`config.mk`:
```
export PLATFORM = sky130hd
export DESIGN_NAME = mem_ctrl
export DESIGN_NICKNAME = d
export VERILOG_FILES = /design/src/rtl/mem_ctrl.sv
export SDC_FILE = /design/constraint.sdc
export NUM_CORES = 1
export LEC_CHECK = 0
export CORE_UTILIZATION = 25
export CTS_BUF_LIST = sky130_fd_sc_hd__clkbuf_8
export DETAILED_ROUTE_END_ITERATION = 8
export GPL_TIMING_DRIVEN = 0
export PLACE_DENSITY_LB_ADDON = 0.08
export SKIP_LAST_GASP = 1
export SYNTH_ARGS = -nofsm -noshare
export SYNTH_HDL_FRONTEND = slang
export SYNTH_SLANG_ARGS = --single-unit
```
`constraint.sdc`:
```
create_clock -name clk -period 5.49 [get_ports clk]
set_clock_uncertainty 0.05 [all_clocks]
set_input_delay 1.098 -clock clk [delete_from_list [all_inputs] [get_ports clk]]
set_output_delay 1.098 -clock clk [all_outputs]
set_load 0.02 [all_outputs]
```
`src/rtl/mem_ctrl.sv`:
```
// rtl/mem_ctrl.sv - byte-serial RAM arbiter and sequencer shared by instruction fetch and load/store
//
// Each 1/2/4-byte access is broken into one RAM cycle per byte. Bytes are
// little-endian: byte k of the word lives at base + k.
//
// Ports:
//   clk, rst          clock, synchronous active-high reset
//   if_req_i          IF requests a 4-byte read, held until if_done_o
//   if_addr_i         IF byte address
//   if_done_o         one-cycle pulse, if_data_o valid
//   if_data_o         last fetched word (held between fetches)
//   mem_req_i         MEM requests an access, held until mem_done_o
//   mem_we_i          1 = store, 0 = load
//   mem_width_i       00 byte, 01 half, 1x word
//   mem_addr_i        MEM byte address
//   mem_wdata_i       store data, low byte first
//   mem_done_o        one-cycle pulse, access complete
//   mem_rdata_o       last load result, zero-extended (held between loads)
//   if_stall_req_o    IF waiting
//   mem_stall_req_o   MEM waiting
//   ram_addr_o        RAM byte address (0 when no byte cycle is active)
//   ram_dout_o        RAM write byte
//   ram_wr_o          RAM write strobe
//   ram_din_i         RAM read byte, valid the cycle after its address

module mem_ctrl #(
  parameter int ADDR_W = 32
) (
  input  logic              clk,
  input  logic              rst,
  input  logic              if_req_i,
  input  logic [31:0]       if_addr_i,
  output logic              if_done_o,
  output logic [31:0]       if_data_o,
  input  logic              mem_req_i,
  input  logic              mem_we_i,
  input  logic [1:0]        mem_width_i,
  input  logic [31:0]       mem_addr_i,
  input  logic [31:0]       mem_wdata_i,
  output logic              mem_done_o,
  output logic [31:0]       mem_rdata_o,
  output logic              if_stall_req_o,
  output logic              mem_stall_req_o,
  output logic [ADDR_W-1:0] ram_addr_o,
  output logic [7:0]        ram_dout_o,
  output logic              ram_wr_o,
  input  logic [7:0]        ram_din_i
);

  localparam logic [1:0] S_IDLE = 2'd0;
  localparam logic [1:0] S_BUSY = 2'd1;
  localparam logic [1:0] S_DONE = 2'd2;

  logic [1:0]        state;
  logic [2:0]        cnt;        // byte cycle index, runs 0..N
  logic [2:0]        n;          // bytes in the current access
  logic [ADDR_W-1:0] base;
  logic              we;
  logic              owner_mem;  // 1 = MEM owns the access, 0 = IF
  logic [31:0]       wdata;
  logic [31:0]       rd_buf;     // partially assembled read word
  logic [31:0]       buf_next;
  logic [31:0]       if_data_q;
  logic [31:0]       mem_rdata_q;
  logic [2:0]        mem_n;
  logic [1:0]        lane;

  assign mem_n = (mem_width_i == 2'b00) ? 3'd1 :
                 (mem_width_i == 2'b01) ? 3'd2 : 3'd4;

  // The byte arriving now belongs to the address presented last cycle,
  // hence lane cnt-1.
  assign lane = cnt[1:0] - 2'd1;

  always_comb begin
    buf_next = rd_buf;
    buf_next[{lane, 3'b000} +: 8] = ram_din_i;
  end

  always_ff @(posedge clk) begin
    if (rst) begin
      state       <= S_IDLE;
      cnt         <= 3'd0;
      n           <= 3'd0;
      base        <= '0;
      we          <= 1'b0;
      owner_mem   <= 1'b0;
      wdata       <= 32'd0;
      rd_buf      <= 32'd0;
      if_data_q   <= 32'd0;
      mem_rdata_q <= 32'd0;
    end else begin
      case (state)
        S_IDLE: begin
          cnt    <= 3'd0;
          rd_buf <= 32'd0;
          if (mem_req_i) begin
            state     <= S_BUSY;
            owner_mem <= 1'b1;
            n         <= mem_n;
            we        <= mem_we_i;
            wdata     <= mem_wdata_i;
            base      <= mem_addr_i[ADDR_W-1:0];
          end else if (if_req_i) begin
            state     <= S_BUSY;
            owner_mem <= 1'b0;
            n         <= 3'd4;
            we        <= 1'b0;
            wdata     <= 32'd0;
            base      <= if_addr_i[ADDR_W-1:0];
          end
        end
        S_BUSY: begin
          cnt <= cnt + 3'd1;
          if (we) begin
            if (cnt == n - 3'd1) state <= S_DONE;
          end else begin
            if (cnt != 3'd0) rd_buf <= buf_next;
            // Last byte lands straight in the owner's output register so
            // it is valid during DONE; the other owner's value is untouched.
            if (cnt == n) begin
              state <= S_DONE;
              if (owner_mem) mem_rdata_q <= buf_next;
              else           if_data_q   <= buf_next;
            end
          end
        end
        S_DONE: begin
          state <= S_IDLE;
          cnt   <= 3'd0;
        end
        default: begin
          state <= S_IDLE;
          cnt   <= 3'd0;
        end
      endcase
    end
  end

  always_comb begin
    ram_addr_o = '0;
    ram_wr_o   = 1'b0;
    ram_dout_o = 8'd0;
    if (state == S_BUSY && cnt < n) begin
      ram_addr_o = base + ADDR_W'(cnt);
      ram_wr_o   = we;
      if (we) ram_dout_o = wdata[{cnt[1:0], 3'b000} +: 8];
    end
  end

  assign if_done_o       = (state == S_DONE) && !owner_mem;
  assign mem_done_o      = (state == S_DONE) && owner_mem;
  assign if_data_o       = if_data_q;
  assign mem_rdata_o     = mem_rdata_q;
  assign if_stall_req_o  = if_req_i & ~if_done_o;
  assign mem_stall_req_o = mem_req_i & ~mem_done_o;

endmodule
```
==> results by stage, run 1 <==
Outcome:
- The flow ran to the end, and the final reports show no timing, DRC or antenna violations.

Logic synthesis:
- Synthesis produced a netlist whose cell count is approximately 910.
- The async set-or-reset flop fraction in the synthesized netlist is 0%.
- The number of warning messages in the yosys log is 0.
- When the netlist entered floorplanning its net count stood at 1037.
- The most common cell in the synthesized netlist is dfxtp_1.
- The share of the yosys chip area belonging to registers is a little over two fifths.
- The synthesized design contains 170 register bits.
- By area the synthesized netlist is led by dfxtp_1 42%, a211oi_1 9.3%, nor2_1 6.8%, a21oi_1 5.4%, mux2i_1 4.0%.
- A synthesized cell averages 8.78 um^2.
- The count of unique library cells instantiated by Yosys is 56.
- The largest area contributor in the synthesized netlist is dfxtp_1.
- The top cell type's share of synthesized area is 42.5%.
- Counting flops with a built-in enable in the synthesized netlist gives 0.
- The cell area after technology mapping is ~8000 um^2.
- After synthesis, the most frequently instantiated cells are 170 x dfxtp_1, 146 x nor2_1, 99 x a211oi_1, 86 x a21oi_1, 54 x clkbuf_1.
- The dominant synthesized flop cell is dfxtp_1.

Route:
- The detailed-routing iteration count for the pre-antenna-repair pass is 4.
- The first-iteration detailed-routing DRC count is between 400 and 500.
- The total length of routed wires is 28.5 mm.
- The remaining design rule violation count is 0.
- The post-detailed-route via-to-cell ratio is roughly 4.8.
- The via total after detailed routing is between 7000 and 8000.
- The residual antenna-violating net count after detailed routing is 0.
- After detailed routing, the average wire length per cell comes to approximately 18 um.

CTS:
- The TritonCTS clock tree is built.
- The number of buffers created by CTS is 17.
- The total clock sinks is 170.
- The clock latency on the worst-skew pair is between 0.4 and 0.5 ns.
- The clock passes through at most 2 buffers.
- The clock-pin slew of the registers on the worst-case setup and hold paths is around 0.1 ns.
- The cell chosen for the clock root is clkbuf_8.
- The count of H-tree levels built during CTS is 4.

Setup path:
- The end of the worst register-to-register path is if_data_o[2].
- The startpoint of the most critical register-to-register path is cnt[0].
- The largest single stage delay on the critical path is ~0.63 ns.
- The sort of element at the end of the critical path is an output pin.
- The arrival time reported for the critical path endpoint is slightly above 4 ns.
- The critical path goes through buf_2, inv_1, fa_1, nor2b_1, clkbuf_2, o2111ai_2, or4_2, a21oi_1, clkdlybuf4s50_1.
- The path depth of the worst reg2reg path is 8.
- For this design, the slowest cell found on the critical path is clkdlybuf4s50_1.
- The largest fanout on the critical path is 10.
- Setup slack on the worst reg-to-reg path comes out at between 1.5 and 2 ns.
- Together, buffers and inverters on the worst path number 4.
- The startpoint type of the worst setup path is a register.
- Broken down by cell family, the worst path's largest delay share belongs to buffers and inverters.
- Data on the critical path is required at its endpoint by between 4 and 5 ns.
- By startpoint and endpoint, the worst setup path is classified as register to output pin.

Finish:
- The area growth from synthesis to layout is 38.9%.
- Of the cells placed in the final design, the portion with a size suffix greater than 1 is about 5.5%.
- Measured on the finished design, the core utilization comes to 35.3%.
- The antenna diode count is 0.
- The post-route cell area is between 10000 and 15000 um^2.
- The count of filler cells inserted in the layout is between 3000 and 4000.
- The number of nets at the end of the flow is approximately 1300.

GRT:
- Global routing finished with a remaining overflow of 0.
- The overall global routing resource usage is 17.3%.
- The wire length of the first global-routing pass is about 44 mm.
- The via count of the first global-routing pass is between 7000 and 8000.
- Entering global routing, the biggest net connects 18 pins.
- The number of antenna violations at the first check in global routing is 0.

Run:
- Across the run, the number of max-cap violations was 0.

Min path:
- The startpoint of the tightest hold check path is rd_buf[1].
- Counting instances, the worst hold path has a depth of 2.
- The path with the worst hold slack has its endpoint at rd_buf[1].
- The worst hold path belongs to the class register to register.

Timing:
- The number of hold violations in the final report is 0.
- Setup violations remaining at the end of the flow were counted as 0.
- Subtracting the final worst setup slack from the clock period gives between 5 and 6 ns.
- The final count of pins violating max slew is 0.
- The measured slew at the worst slew-check pin is ~1 ns.
- The accumulated negative setup slack is 0 ns.
- The peak clock frequency supported by timing is just under 200 MHz.
- The tightest slew margin relative to the limit is around a third.
- In the finished design, the share of the clock period the worst path needs comes to 94.3%.
- Setup repair after global routing left no endpoint under its margin.
- The slack of the critical path is between 0.3 and 0.4 ns.

Die:
- The width of the die is ~180 um.
- The initial utilization of the core area, before any placement, comes to roughly a quarter.
- The die outline area is around 33000 um^2.
- The die is 181 um tall.
- The placement row count is between 60 and 70.
- The area of the core is between 30000 and 40000 um^2.
- 220 I/O pins were placed.

Place:
- The routability congestion estimate is approximately 0.74.
- The number of I/O port buffers is about 220.
- The post-DP HPWL is a little over 20 mm.
- The post-placement worst setup slack is between 0.1 and 0.15 ns.
- The post-place instance area is roughly 11000 um^2.

Power and ir drop:
- The leakage power is 3.70 nW.
- The worst voltage drop across the vdd grid is ~0.00018 V.
- The power per cell area is ~280 nW/um^2.
==> power by group <==
group,leakage (nW),switching [mW],internal [mW]
registers,1.39,0.0840,1.33
clock network,0.203,0.546,0.437
logic,2.10,0.413,0.320
total,3.70,1.04,2.09
==> logic make-up after synthesis <==
group / Yosys count / synth area share [%]
adders and majority gates: 14 / 2.28
AOI/OAI and AO/OA: 286 / 23.1
xor gates and xnor gates: 13 / 1.61
DFF: 170 / 42.5
muxes: 40 / 6.25
buffers and inverters: 92 / 5.00
and+or+nand+nor: 297 / 19.3
==> sequential cells by signal, indices dropped and copies added (netlist names) <==
name and flops:
if_data_o 32, we 1, cnt 3, wdata 32
mem_rdata_o 32, n 3, owner_mem 1, base 32
rd_buf 32, state 2
==> worst min-delay path, delay by kind of cell, from the launching register on <==
family,cells,cell delay (ns)
AO/OA/AOI/OAI,2,0.12
flip-flops,1,0.31
==> what timing repair did <==
item                                    in CTS  in global routing
gates resized for setup                      2                  4
endpoints found under the setup margin      10                  7
hold buffers                                 0                  0
setup buffers                                0                  0
==> cell usage in the layout (no fill, tap or decap), types with 13 or more instances in the layout <==
cell,Yosys,routed
clkdlybuf4s50_1,0,217
dfxtp_1,170,170
nor2_1,146,146
a211oi_1,99,99
a21oi_1,86,86
clkbuf_1,54,52
nor2b_1,47,47
o21ai_0,38,38
a22oi_1,35,35
nand2b_1,33,33
mux2i_1,32,32
clkbuf_8,0,18
inv_1,14,14
ha_1,13,13
==> worst max path at each step <==
stage,startpoint,endpoint,slack (ns),cells after the start
after detailed placement,cnt[1],ram_addr_o[20],0.12,9
final,cnt[1],ram_addr_o[20],0.31,9
after global routing,cnt[1],ram_addr_o[20],0.06,9
after floorplan,cnt[1],ram_addr_o[20],1.46,8
after CTS,cnt[1],ram_addr_o[28],0.01,9
after global placement,cnt[1],ram_addr_o[20],0.15,9
==> layer usage <==
metal / wire [um] / GRT usage [%] / up-vias / part of all wire [%]
met5: 0 / 0 / - / 0
met4: 123 / 3.15 / 0 / 0.43
met3: 1130 / 3.35 / 10 / 4.0
met2: 12900 / 27.2 / 153 / 45
met1: 14300 / 24.6 / 3602 / 50
li1: - / - / 3782 / -
==> metrics by stage <==
stage | hold WS [ns] | cells | power, mW
floorplan | 0.399 | 912 | 1.84
global placement | 0.406 | 1531 | 2.18
detailed placement | 0.412 | 1531 | 2.19
CTS | 0.426 | 1563 | 3.18
global route | 0.443 | 1563 | 3.31
finish | 0.424 | 1563 | 3.14
==> layout make-up <==
class,instances,area (um^2),area share (%)
Buffer,78,350,3.15
Multi-Input combinational cell,650,4220,37.9
Tap cell,402,503,4.52
Clock inverter,14,178,1.60
Sequential cell,170,3400,30.6
Timing Repair Buffer,217,2170,19.5
Clock buffer,18,248,2.23
Inverter,14,52.6,0.472
No activity file was read; power rests on OpenSTA's default activity.
==> run 2: changes to the inputs <==
--- a/config.mk
+++ b/config.mk
@@ -8,7 +8,6 @@
 export CORE_UTILIZATION = 25
 export CTS_BUF_LIST = sky130_fd_sc_hd__clkbuf_8
 export DETAILED_ROUTE_END_ITERATION = 8
-export GPL_TIMING_DRIVEN = 0
 export PLACE_DENSITY_LB_ADDON = 0.08
 export SKIP_LAST_GASP = 1
 export SYNTH_ARGS = -nofsm -noshare
==> results by stage, run 2 (synthesis gave the netlist of run 1 again) <==
Outcome:
- The flow ran to the end, and the final reports show no timing, DRC or antenna violations.

Place:
- The post-DP HPWL is ~17 mm.
- The routability congestion estimate is roughly 0.72.
- During placement, the flow inserted port buffers numbering 219.

CTS:
- The number of buffers created by CTS is 17.
- TritonCTS built the clock tree.
- The cell chosen for the clock root is clkbuf_8.
- The clock latency on the worst-skew pair is roughly 0.47 ns.
- CTS built an H-tree with a depth of 4.
- For this design, the sink count on the clock tree is 170.
- The clock-pin slew of the registers on the worst-case setup and hold paths is around 0.090 ns.
- The maximum count of clock buffers along a single path is 2.
- In this run the post-CTS setup repair buffer count came out at 0.

Die:
- In this run the count of I/O pins placed on the die edge is 220.
- Measured along the y axis, the die boundary spans 181 um.
- The width of the die is about 180 um.
- The initial utilization of the core area, before any placement, comes to ~25%.
- Row generation in the floorplan step produced 65 rows.
- The die outline area is around 33000 um^2.
- In this run the standard cell core region covers 31600 um^2.

Setup path:
- The startpoint type of the worst setup path is a register.
- The end of the worst register-to-register path is rd_buf[8].
- STA puts the critical path data arrival time at around 3.9 ns.
- In this run the critical register-to-register path is launched from cnt[0].
- STA classifies the critical path endpoint as an output pin.
- Walking the worst path, the cells encountered are buf_4, inv_1, fa_1, nor2b_2, o2111ai_1, or4_2, a21oi_1, clkdlybuf4s50_1.
- The largest fanout on the critical path is 15.
- The critical path in this run is classified as register to output pin.
- The peak per-stage delay on the critical path is between 0.6 and 0.7 ns.
- The kind of cell with the highest combined delay along the critical path is buffers and inverters.
- The critical path buffer and inverter count is 3.
- Among all stages on the critical path, the largest delay is contributed by or4_2.
- The path depth of the worst reg2reg path is 7.
- The worst register-to-register path has a setup slack of roughly 2.6 ns.
- The data required time of the worst path is between 4 and 5 ns.

Power and ir drop:
- The power per cell area is about 280 nW/um^2.
- Summed over all cells, the static leakage comes to 3.60 nW.
- The worst-case IR drop observed on VDD is roughly 0.00013 V.

Timing:
- Headroom to the max-slew limit came out at approximately a quarter.
- The final count of pins violating max slew is 0.
- The number of hold violations in the final report is 0.
- In the finished design, the share of the clock period the worst path needs comes to between 90% and 100%.
- Setup repair after global routing left no endpoint under its margin.
- Summed over all failing endpoints, the final setup total negative slack is 0 ns.
- The total setup violations reported at the end of the flow is 0.
- For the pin with the worst max-slew slack, the measured transition is approximately 1.1 ns.
- Derived from the worst setup path, the maximum achievable clock frequency is around 200 MHz.
- The worst path needs between 5 and 6 ns of the cycle, external delays included.

Min path:
- The startpoint of the tightest hold check path is rd_buf[13].
- The worst hold path was traced through 2 stages.
- The endpoint of the worst hold path is rd_buf[13].
- The path type of the worst min-delay path is register to register.

Finish:
- The share of the core filled with cells in the final layout is 34.4%.
- The number of nets at the end of the flow is about 1200.
- The count of filler cells inserted in the layout is about 3300.
- The multi-input combinational cells in the finished layout cover a total of between 4000 and 5000 um^2.
- In the final layout, the share of cells above drive strength 1 is under 10%.
- The area taken by flip-flops and latches is 3400 um^2.
- The top cell types in the final layout, fill and taps aside, are 217 x clkdlybuf4s50_1, 170 x dfxtp_1, 146 x nor2_1.
- The area growth from synthesis to layout is 35.4%.
- 0 antenna diodes ended up in the layout.
- Leaving out fill and tap cells, the most frequent cell in the layout is clkdlybuf4s50_1.

GRT:
- After global routing the overflow that remains totals 0.
- The via count of the first global-routing pass is between 6000 and 7000.
- The overall global routing resource usage is about 16%.
- The pin count of the biggest net entering global routing is 136.
- The wire length of the first global-routing pass is roughly 40 mm.
- The number of antenna violations at the first check in global routing came to 0.

Route:
- The post-detailed-route via-to-cell ratio is ~4.8.
- The detail-routed net length per standard cell is between 15 and 20 um.
- The total length of routed wires is 25.7 mm.
- The detailed router finished its first iteration with around 370 violations.
- The residual antenna-violating net count after detailed routing is 0.
- The pre-antenna-repair detailed-routing pass consisted of 4 iterations.
- The via total after detailed routing is slightly above 7000.
- The remaining design rule violation count is 0.

Run:
- The tool flagged a number of max-cap violations equal to 0.
run 2: worst min-delay path, stage by stage, from the launching register on:
cell	delay (ns)
dfxtp_1	0.31
o21ai_0	0.06
a21oi_1	0.06
run 2: cell type report:
class                      count  area share [%]
timing repair buffer         230            20.9
tap                          402            4.64
clock inverter                15            1.27
sequential                   170            31.4
clock buffer                  17            2.16
multi-input combinational    650            39.1
inverter                      14           0.485
run 2: power breakdown:
part	leakage (nW)	switching, mW	total (mW)	internal, mW
clock	0.188	0.547	0.880	0.334
combinational	2.03	0.383	0.692	0.309
sequential	1.39	0.0860	1.42	1.34
total	3.60	1.02	2.99	1.98
run 2: layer usage:
layer	wire [um]	share of wire, %	GRT usage [%]
met5	0	0	0
met2	11600	45	24.0
met4	257	1.0	4.27
met1	12700	49	21.7
met3	1070	4.2	3.16
run 2: repair_timing:
item	4_1_cts	5_1_grt
endpoints found under the setup margin	0	1
hold endpoints to repair	0	0
hold buffers	0	0
resized for setup	0	1
run 2: per-stage QoR:
stage	worst slack, ns	instances	power, mW	hold WS, ns	area [um^2]
2_1_floorplan	1.46	912	1.84	0.399	8010
3_3_place_gp	0.842	1466	2.15	0.405	10500
3_5_place_dp	0.787	1466	2.15	0.412	10500
4_1_cts	0.227	1498	3.06	0.425	10800
5_1_grt	0.189	1498	3.17	0.450	10800
6_report	0.464	1498	2.99	0.424	10800
run 2: how the worst max path moves through the flow:
stage | from | to | slack (ns) | depth (start not counted)
6_report | cnt[1] | ram_addr_o[20] | 0.46 | 8
5_1_grt | cnt[1] | ram_addr_o[20] | 0.19 | 8
4_1_cts | cnt[1] | ram_addr_o[18] | 0.23 | 8
3_5_place_dp | cnt[1] | ram_addr_o[18] | 0.79 | 8
3_3_place_gp | cnt[1] | ram_addr_o[18] | 0.84 | 8
2_1_floorplan | cnt[1] | ram_addr_o[20] | 1.46 | 8
==> run 3: changes to the inputs <==
--- a/config.mk
+++ b/config.mk
@@ -7,6 +7,7 @@
 export LEC_CHECK = 0
 export CORE_UTILIZATION = 25
 export CTS_BUF_LIST = sky130_fd_sc_hd__clkbuf_8
+export CTS_CLUSTER_DIAMETER = 100
 export DETAILED_ROUTE_END_ITERATION = 8
 export PLACE_DENSITY_LB_ADDON = 0.08
 export SKIP_LAST_GASP = 1
==> results of run 3 <==
Final layout, timing and power as in run 2 (identical DEF).
